[config.mk]
export PLATFORM = sky130hd
export DESIGN_NAME = rcpu_io_uart_tx
export DESIGN_NICKNAME = d
export VERILOG_FILES = /design/src/rtl/rcpu_io_uart_tx.sv
export SDC_FILE = /design/constraint.sdc
export NUM_CORES = 1
export LEC_CHECK = 0
export ABC_CLOCK_PERIOD_IN_PS = 5200
export CAP_MARGIN = 20
export CORE_ASPECT_RATIO = 0.7
export CORE_MARGIN = 2
export CORE_UTILIZATION = 39
export DETAILED_ROUTE_END_ITERATION = 7
export GPL_TIMING_DRIVEN = 0
export PLACE_DENSITY = 0.54
export SYNTH_ARGS = -nofsm -noshare
export SYNTH_HDL_FRONTEND = slang
export SYNTH_SLANG_ARGS = --single-unit
[constraint.sdc]
create_clock -name clk -period 5.2 [get_ports clk]
set_input_delay 0.52 -clock clk [delete_from_list [all_inputs] [get_ports clk]]
set_output_delay 0.52 -clock clk [all_outputs]
set_load 0.05 [all_outputs]
[src/rtl/rcpu_io_uart_tx.sv]
// RCPU IO-bus UART transmitter: TX FIFO, status and baud divisor registers,
// and an 8N1 serializer driving uart_tx.
module rcpu_io_uart_tx #(
    parameter logic [15:0] BASE_ADDR   = 16'hFF00,
    parameter int          FIFO_DEPTH  = 8,
    parameter logic [15:0] DEFAULT_DIV = 16'd104
) (
    input  logic        clk,
    input  logic        reset,
    input  logic        io_read_enable,
    input  logic        io_write_enable,
    input  logic [15:0] io_addr,
    input  logic [15:0] io_write_data,
    output logic [15:0] io_read_data,
    output logic        uart_tx
);
    localparam int AW = $clog2(FIFO_DEPTH);
    localparam int CW = AW + 1;
    localparam logic [CW-1:0] FULL_CNT = CW'(FIFO_DEPTH);
    localparam logic [15:0] ADDR_TX = BASE_ADDR;
    localparam logic [15:0] ADDR_ST = BASE_ADDR + 16'd1;
    localparam logic [15:0] ADDR_BD = BASE_ADDR + 16'd2;

    typedef enum logic [1:0] {IDLE, START, DATA, STOP} state_t;

    logic [7:0]    mem_q [FIFO_DEPTH];
    logic [AW-1:0] wr_ptr_q, wr_ptr_d;
    logic [AW-1:0] rd_ptr_q, rd_ptr_d;
    logic [CW-1:0] count_q, count_d;
    logic          overflow_q, overflow_d;
    logic [15:0]   div_q, div_d;
    logic [15:0]   bit_div_q, bit_div_d;
    logic [15:0]   baud_cnt_q, baud_cnt_d;
    state_t        state_q, state_d;
    logic [2:0]    bit_idx_q, bit_idx_d;
    logic [7:0]    shift_q, shift_d;
    logic          tx_q, tx_d;
    logic [15:0]   rdata_q, rdata_d;

    logic        sel_tx, sel_st, sel_bd;
    logic        push, push_ok, pop;
    logic        full, empty, busy, bit_end;
    logic [15:0] div_eff, status;

    assign sel_tx  = io_addr == ADDR_TX;
    assign sel_st  = io_addr == ADDR_ST;
    assign sel_bd  = io_addr == ADDR_BD;
    assign full    = count_q == FULL_CNT;
    assign empty   = count_q == '0;
    assign busy    = state_q != IDLE;
    assign div_eff = (div_q == 16'd0) ? 16'd1 : div_q;
    assign bit_end = baud_cnt_q >= bit_div_q - 16'd1;
    assign push    = io_write_enable && sel_tx;
    assign push_ok = push && (!full || pop);
    assign status  = {{(8-CW){1'b0}}, count_q, 4'b0000,
                      overflow_q, busy, empty, full};

    // Each bit latches its own divisor so a mid-bit BAUDDIV write waits.
    always_comb begin
        state_d    = state_q;
        bit_idx_d  = bit_idx_q;
        shift_d    = shift_q;
        tx_d       = tx_q;
        bit_div_d  = bit_div_q;
        baud_cnt_d = baud_cnt_q + 16'd1;
        pop        = 1'b0;
        unique case (state_q)
            IDLE: begin
                tx_d       = 1'b1;
                baud_cnt_d = '0;
                if (!empty) begin
                    pop       = 1'b1;
                    shift_d   = mem_q[rd_ptr_q];
                    bit_div_d = div_eff;
                    tx_d      = 1'b0;
                    state_d   = START;
                end
            end
            START: begin
                if (bit_end) begin
                    baud_cnt_d = '0;
                    bit_div_d  = div_eff;
                    bit_idx_d  = '0;
                    tx_d       = shift_q[0];
                    state_d    = DATA;
                end
            end
            DATA: begin
                if (bit_end) begin
                    baud_cnt_d = '0;
                    bit_div_d  = div_eff;
                    if (bit_idx_q == 3'd7) begin
                        tx_d    = 1'b1;
                        state_d = STOP;
                    end else begin
                        bit_idx_d = bit_idx_q + 3'd1;
                        shift_d   = {1'b0, shift_q[7:1]};
                        tx_d      = shift_q[1];
                    end
                end
            end
            STOP: begin
                if (bit_end) begin
                    baud_cnt_d = '0;
                    bit_div_d  = div_eff;
                    if (!empty) begin
                        pop     = 1'b1;
                        shift_d = mem_q[rd_ptr_q];
                        tx_d    = 1'b0;
                        state_d = START;
                    end else begin
                        tx_d    = 1'b1;
                        state_d = IDLE;
                    end
                end
            end
            default: begin
                state_d = IDLE;
            end
        endcase
    end

    always_comb begin
        wr_ptr_d = push_ok ? wr_ptr_q + AW'(1) : wr_ptr_q;
        rd_ptr_d = pop ? rd_ptr_q + AW'(1) : rd_ptr_q;
        count_d  = count_q;
        if (push_ok && !pop) begin
            count_d = count_q + CW'(1);
        end else if (!push_ok && pop) begin
            count_d = count_q - CW'(1);
        end
        overflow_d = overflow_q;
        if (io_read_enable && sel_st) begin
            overflow_d = 1'b0;
        end
        if (push && !push_ok) begin
            overflow_d = 1'b1;
        end
        div_d = (io_write_enable && sel_bd) ? io_write_data : div_q;
        rdata_d = rdata_q;
        if (io_read_enable) begin
            unique case (1'b1)
                sel_st:  rdata_d = status;
                sel_bd:  rdata_d = div_q;
                default: rdata_d = '0;
            endcase
        end
    end

    always_ff @(posedge clk) begin
        if (push_ok) begin
            mem_q[wr_ptr_q] <= io_write_data[7:0];
        end
    end

    always_ff @(posedge clk) begin
        if (reset) begin
            wr_ptr_q   <= '0;
            rd_ptr_q   <= '0;
            count_q    <= '0;
            overflow_q <= 1'b0;
            div_q      <= DEFAULT_DIV;
            bit_div_q  <= 16'd1;
            baud_cnt_q <= '0;
            state_q    <= IDLE;
            bit_idx_q  <= '0;
            shift_q    <= '0;
            tx_q       <= 1'b1;
            rdata_q    <= '0;
        end else begin
            wr_ptr_q   <= wr_ptr_d;
            rd_ptr_q   <= rd_ptr_d;
            count_q    <= count_d;
            overflow_q <= overflow_d;
            div_q      <= div_d;
            bit_div_q  <= bit_div_d;
            baud_cnt_q <= baud_cnt_d;
            state_q    <= state_d;
            bit_idx_q  <= bit_idx_d;
            shift_q    <= shift_d;
            tx_q       <= tx_d;
            rdata_q    <= rdata_d;
        end
    end

    assign io_read_data = rdata_q;
    assign uart_tx      = tx_q;

endmodule

==> impl_results.md, run 1 <==
* Largest net degree at the start of global routing at 17
* Top Layer Used: met4
* Initial DRC Count at roughly 390
* Sequential-to-total area share from yosys stat at 52.2%
* Met2 WL at ~7400 um
* Min-delay worst type: reg -> reg
* TritonRoute pass-1 iters at 5
* Crit path time final at 4.85 ns
* Crit Path Max Fanout at 6
* Mapped Nets at between 700 and 800
* CP Class: reg -> reg
* N_diodes at 0
* Initial antenna violation count at 0
* CP dominant cell by count: ha_1
* Pins over their slew limit at 0
* Highest Clock Rate at about 210 MHz
* Clock Root Buffer: clkbuf_16
* Post-DP HPWL at ~13000 um
* Number of synthesized flops with an enable pin at 64
* Metal3 WL at about 950 um
* Yosys reg bits at between 150 and 200
* CTS tree: yes
* DRT antenna net count at 0
* Worst VDD drop at around 200 uV
* Crit path DAT at around 5.2 ns
* Initial core utilization at 39.9%
* Max clock buf depth at 2
* Die Wd at between 150 and 200 um
* Most common cell in the netlist: nand2_1
* Predominant post-synthesis flop cell: dfxtp_1
* Max Cap Viol at 0
* Total gr overflow at 0
* Outcome: completed
* Final Hold Vio Count at 0
* Area leader, netlist: edfxtp_1
* Core box area at 0.0181 mm2
* CTS sink count at 156
* # H-tree levels at 4
* Mapped Cells at between 600 and 700
* Power per Cell Area at 431 mW/mm2
* Hold-fix buffers at CTS at 0
* Die area at 0.0196 mm2
* Synth top area cells: edfxtp_1 (27%), dfxtp_1 (26%), nand2_1 (5.3%)
* Dpl ws at -0.413 ns
* Metal-1 WL at 9570 um
* Overall power at about 0.0038 W
* CP startpoint kind: flop
* Rel. slew slack at approximately a third
* Crit path buf inv count at 3
* Clk_skew at between 0.01 and 0.015 ns
* Yosys warning count at 0
* Number of global-route vias before repair at 5173
* CP Capture Type: flop
* Crit-path leading delay family: simple AND/OR/NAND/NOR gates
* CP max-delay cell: a2111oi_2
* Routability Congestion at approximately 0.79
* Worst skew pair latency at ~0.44 ns
* Count of unique library cells instantiated by Yosys at between 60 and 70
* Area grow syn2layout at 20.8%
* First-pass GRT wire length at 28500 um
* IO Count at between 50 and 60
* Share of the synthesized area in the top cell type at a little over a quarter
* Synthesized area per cell at ~11 um2
* DRC errors left at 0
* Vias/cell at between 5 and 6
* Placed cells at around 950
* Hold Slack at approximately 0.48 ns
* CP cell instances: nor3_1, nand2b_1, nor4_4, nand2b_1, nor4_2, xnor2_1, ha_1, and4_1, a2111oi_2, o31ai_4, buf_4, o31a_1, inv_1, ha_1, inv_1, ha_1, a21o_1, a21oi_1, xnor2_1, or3_1, a21oi_1
* WL/cell at between 15 and 20 um
* Final period util at between 90% and 100%
* Finished Layout Cells at between 900 and 1000
* Setup TNS at 0 ns
* Die Height at 118 um
* Routed Wire Length at 18100 um
* Async S/R FF share, synth at 0%
* CP peak stage delay at ~0.45 ns
* Post-route setup slack at around 0.35 ns
* GRT Util Overall at between 10% and 20%
* Req. time, crit path at 5.56 ns
* Fill cells at 1649
* Site Rows at 41
* Slew @ Worst Pin at 0.973 ns
* I/O Buffers at 52
* Clk slew on worst S/H paths at about 0.06 ns
* Synthesized area at roughly 0.007 mm2
* Synth top cells by count: nand2_1 (102), dfxtp_1 (92), edfxtp_1 (64)
* Total CTS buffers at 17
* Layout cells sized above 1 at between 10% and 20%
* Nets@finish at 800
* Leak at 3.13 nW
* Final setup fails at 0
* Total number of vias at roughly 5300
## layout make-up
class	instances	area [um2]	area share [%]
flip-flops and latches	156	3760	43.2
plain buffers	27	119	1.37
inverters	22	82.6	0.949
clock inverters	15	119	1.37
multi-input cells	454	3350	38.5
repair buffers	55	543	6.24
well taps	236	295	3.39
clock buffers	17	425	4.89
## metal layers
layer	up-vias	global-route usage (%)
li1	2523	-
met1	2579	29.3
met2	141	26.0
met3	16	4.54
met4	0	5.01
met5	-	0
## through the flow
| step | utilization (%) | instance area (um2) |
|---|---|---|
| global placement | 44.4 | 8020 |
| detailed placement | 44.5 | 8040 |
| finish | 48.2 | 8700 |
| CTS | 47.7 | 8610 |
| global route | 48.2 | 8700 |
| floorplan | - | 7210 |
## registers in the layout, summed over array words and instances (netlist names), named ones only
name          count
shift_q           8
overflow_q        1
count_q           4
uart_tx           1
mem_q            64
bit_div_q        16
div_q            16
baud_cnt_q       16
wr_ptr_q          3
rd_ptr_q          3
state_q           2
bit_idx_q         3
io_read_data     16
## where the power goes
part / internal [W] / leakage (nW) / total [W] / switching, W
Sequential: 0.00134 / 1.32 / 0.00141 / 0.0000738
Clock: 0.000619 / 0.275 / 0.00115 / 0.000532
Combinational: 0.000517 / 1.53 / 0.00119 / 0.000671
## cells by family after synthesis
logic type / synth area share (%)
buffers and inverters: 2.80
adders and majority gates: 5.49
AOI/OAI and AO/OA: 8.42
xor gates and xnor gates: 3.77
DFF: 52.2
muxes: 10.9
and+or+nand+nor: 16.4
## repair_timing
item / 4_1_cts / 5_1_grt
setup buffers: 0 / 2
pin swaps: 1 / 2
setup endpoints to repair: 2 / 2
resized for setup: 5 / 12
## layout by cell type (no fill, tap or decap), drive strengths merged, types with 5 or more instances in the layout
cell             n
edfxtp          64
mux2            13
nor2b           15
clkinv           8
buf             12
nor2            55
a21oi           33
ha              30
a221oi           6
clkdlybuf4s50   52
xor2            18
dfxtp           92
or4              5
xnor2           13
nand3           12
nand2          102
mux2i           28
inv             28
nor3            11
nor4             8
mux4            16
clkbuf          35
a22oi           10
o21ai           17
and3             8
## final timing paths
kind	to	cells past startpoint	from	slack [ns]
hold / removal	shift_q[4]$_SDFFE_PP0P_	2	shift_q[4]$_SDFFE_PP0P_	0.48
hold reg to reg	shift_q[4]$_SDFFE_PP0P_	2	shift_q[4]$_SDFFE_PP0P_	0.48
setup / recovery	count_q[3]$_SDFFE_PP0P_	21	bit_div_q[2]$_SDFFE_PP0P_	0.35
setup reg to reg	count_q[3]$_SDFFE_PP0P_	21	bit_div_q[2]$_SDFFE_PP0P_	0.35
## worst min-delay path: cells and delay by family (launching register included)
family,cells,cell delay (ns)
flip-flops,1,0.31
multiplexers,1,0.06
AND/OR/NAND/NOR,1,0.06
Note: power is estimated with default switching activity, not from simulation.
==> inputs of run 2 (changes only) <==
--- a/config.mk
+++ b/config.mk
@@ -8,8 +8,8 @@
 export ABC_CLOCK_PERIOD_IN_PS = 5200
 export CAP_MARGIN = 20
 export CORE_ASPECT_RATIO = 0.7
-export CORE_MARGIN = 2
-export CORE_UTILIZATION = 39
+export CORE_MARGIN = 5
+export CORE_UTILIZATION = 30
 export DETAILED_ROUTE_END_ITERATION = 7
 export GPL_TIMING_DRIVEN = 0
 export PLACE_DENSITY = 0.54
==> run 2 against run 1 <==
  * Flip-flop and latch count unchanged
  * Sequential share of layout area decreased by 0.54 points
  * Clock power increased by 8%
  * Combinational power about the same
  * Clock-buffer cell count unchanged
  * Largest power group unchanged
  * Routed wire length decreased by 3.0%
  * Final area increased by 1.3%
  * Sequential power about the same
  * Critical path type unchanged
  * Global-route usage decreased by 5.6 points
  * Maximum frequency increased by 1.3%
  * Critical path depth decreased by 2
==> impl_results.md, run 2 (synthesis results as in run 1) <==
* # H-tree levels at 4
* CP startpoint kind: flop
* Outcome: completed
* Critical Path Source: bit_div_q[8]$_SDFFE_PP0P_
* Number of global-route vias before repair at between 5000 and 6000
* Clk_skew at between 0.01 and 0.015 ns
* CP Class: reg -> reg
* Core box area at 0.0236 mm2
* Area grow syn2layout at 22.3%
* Internal Power at between 0.002 and 0.0025 W
* R2R Setup Slk at about 0.4 ns
* Routed Wire Length at 17600 um
* Initial core utilization at between 30 and 40%
* Reg power frac at between 30% and 40%
* Largest Register: mem_q
* Vias/cell at approximately 4.8
* Placed Area at about 0.0081 mm2
* IO Count at 53
* Clk slew on worst S/H paths at ~0.070 ns
* Total number of vias at approximately 5000
* Setup TNS at 0 ns
* Max clock buf depth at 2
* Initial antenna violation count at 0
* GRT Util Overall at a little over an eighth
* Routability Congestion at about 0.78
* Switch Pwr at between 0.001 and 0.0015 W
* Combinational share of power at between 30% and 40%
* Unrepaired setup endpoints after global routing: false
* Commonest non-fill, non-tap cell in the layout: nand2_1
* DRT antenna net count at 0
* Max Cap Viol at 0
* Largest net degree at the start of global routing at 19
* Final setup fails at 0
* Layout cells sized above 1 at ~12%
* Multi-input gate area at about 0.0033 mm2
* TritonRoute pass-1 iters at 5
* Die area at between 0.02 and 0.03 mm2
* Final Instance Area at 0.00881 mm2
* Req. time, crit path at 5.56 ns
* Final Hold Vio Count at 0
* Total CTS buffers at 17
* Total gr overflow at 0
* Pins over their slew limit at 0
* Highest Clock Rate at approximately 210 MHz
* Crit path DAT at approximately 5 ns
* Sw Ratio at roughly 34%
* Cells on worst reg2reg path at 19
* Die Height at 140 um
* DRC errors left at 0
* Site Rows at between 40 and 50
* I/O Buffers at between 50 and 60
* Final period util at about 92%
* Worst VDD drop at between 200 and 250 uV
* Commonest non-fill, non-tap cells in the layout: nand2_1 (102), dfxtp_1 (92), edfxtp_1 (64)
* Min-delay worst type: reg -> reg
* Leak at around 3.1 nW
* Nets@finish at ~800
* Clk pwr share at 32.5%
* Crit Path Max Fanout at 8
* Die Wd at around 200 um
* Crit path time final at roughly 4.8 ns
* Worst skew pair latency at roughly 0.44 ns
* Post-DP HPWL at about 13000 um
* Critical Path End: count_q[3]$_SDFFE_PP0P_
* WL/cell at between 15 and 20 um
* FF-to-FF End: count_q[3]$_SDFFE_PP0P_
* Power per Cell Area at 432 mW/mm2
* Slew @ Worst Pin at 1.02 ns
* Storage element area at 0.00376 mm2
* Largest register FFs at between 60 and 70
* Reg-to-Reg Start: bit_div_q[8]$_SDFFE_PP0P_
* Rel. slew slack at a little under a third
* First-pass GRT wire length at approximately 28000 um
* Fill cells at approximately 2400
* Hold-fix buffers at CTS at 0
* CP Capture Type: flop
* Clock Root Buffer: clkbuf_16
* Final core occ at between 30% and 40%
* N_diodes at 0
* Initial DRC Count at 337
* CTS tree: yes
* CTS sink count at around 160
-- run 2: cell count changes in the layout (fill, tap and decap cells not counted), moves of 2 or more --
| cell | previous run | this run |
|---|---|---|
| inv_8 | 1 | 7 |
| nor4_4 | 2 | 0 |
| clkinv_2 | 3 | 0 |
| inv_6 | 3 | 5 |
| clkinv_4 | 3 | 0 |
| nor4_2 | 2 | 4 |
| inv_4 | 2 | 0 |
-- run 2: worst min path at each step --
stage | cells after the start | slack [ns] | from | endpoint
final | 2 | 0.46 | shift_q[6]$_SDFFE_PP0P_ | shift_q[6]$_SDFFE_PP0P_
after global placement | 2 | 0.45 | shift_q[3]$_SDFFE_PP0P_ | shift_q[3]$_SDFFE_PP0P_
after CTS | 2 | 0.46 | shift_q[6]$_SDFFE_PP0P_ | shift_q[6]$_SDFFE_PP0P_
after global routing | 2 | 0.48 | shift_q[4]$_SDFFE_PP0P_ | shift_q[4]$_SDFFE_PP0P_
after detailed placement | 2 | 0.45 | shift_q[6]$_SDFFE_PP0P_ | shift_q[6]$_SDFFE_PP0P_
after floorplan | 2 | 0.44 | shift_q[2]$_SDFFE_PP0P_ | shift_q[2]$_SDFFE_PP0P_
-- run 2: power by group through the flow --
stage          combinational, W  clock, W  sequential [W]
2_1_floorplan          0.000844         0         0.00142
4_1_cts                 0.00114   0.00126         0.00141
3_3_place_gp            0.00111         0         0.00143
5_1_grt                 0.00130   0.00131         0.00142
3_5_place_dp            0.00112         0         0.00143
6_report                0.00116   0.00124         0.00141
-- run 2: critical path, stage by stage, from the launching register on --
cell	delay [ns]
dfxtp_1	0.30
clkbuf_1	0.20
or4_1	0.60
nor3_2	0.15
nor3b_1	0.26
xnor2_1	0.10
ha_1	0.30
nand3_1	0.18
a2111oi_4	0.46
o21a_4	0.26
o31a_1	0.28
inv_1	0.14
ha_1	0.23
inv_1	0.11
ha_1	0.24
a21o_1	0.18
a21oi_1	0.17
xnor2_1	0.10
or3_1	0.31
a21oi_1	0.14
-- run 2: final cells by class --
cell class | count | share of cell area (%)
buffer | 27 | 1.35
inverter | 22 | 0.937
clock inverter | 15 | 1.85
clock buffer | 17 | 4.83
tap | 318 | 4.52
timing repair buffer | 54 | 6.08
multi-input combinational | 454 | 37.7
sequential | 156 | 42.7
-- run 2: metal layers --
metal	track usage (%)	routed length [um]	vias up
met3	3.74	936	14
met1	21.0	9750	2416
met2	17.4	6670	103
met5	0	0	-
met4	3.49	204	0
li1	-	-	2539
-- run 2: metrics by stage --
step	total power (W)	worst slack, ns	instances	hold WS (ns)
after floorplan	0.00227	0.674	659	0.439
after global placement	0.00255	-0.465	1029	0.448
after detailed placement	0.00255	-0.142	1030	0.454
after global routing	0.00403	0.0127	1063	0.481
final	0.00381	0.412	1063	0.461
after CTS	0.00381	0.112	1063	0.463
-- run 2: repair_timing --
action | 4_1_cts | 5_1_grt
setup buffers | 1 | 0
cloned | 0 | 0
pin swaps | 1 | 0
resized for setup | 4 | 10
endpoints found under the setup margin | 1 | 2
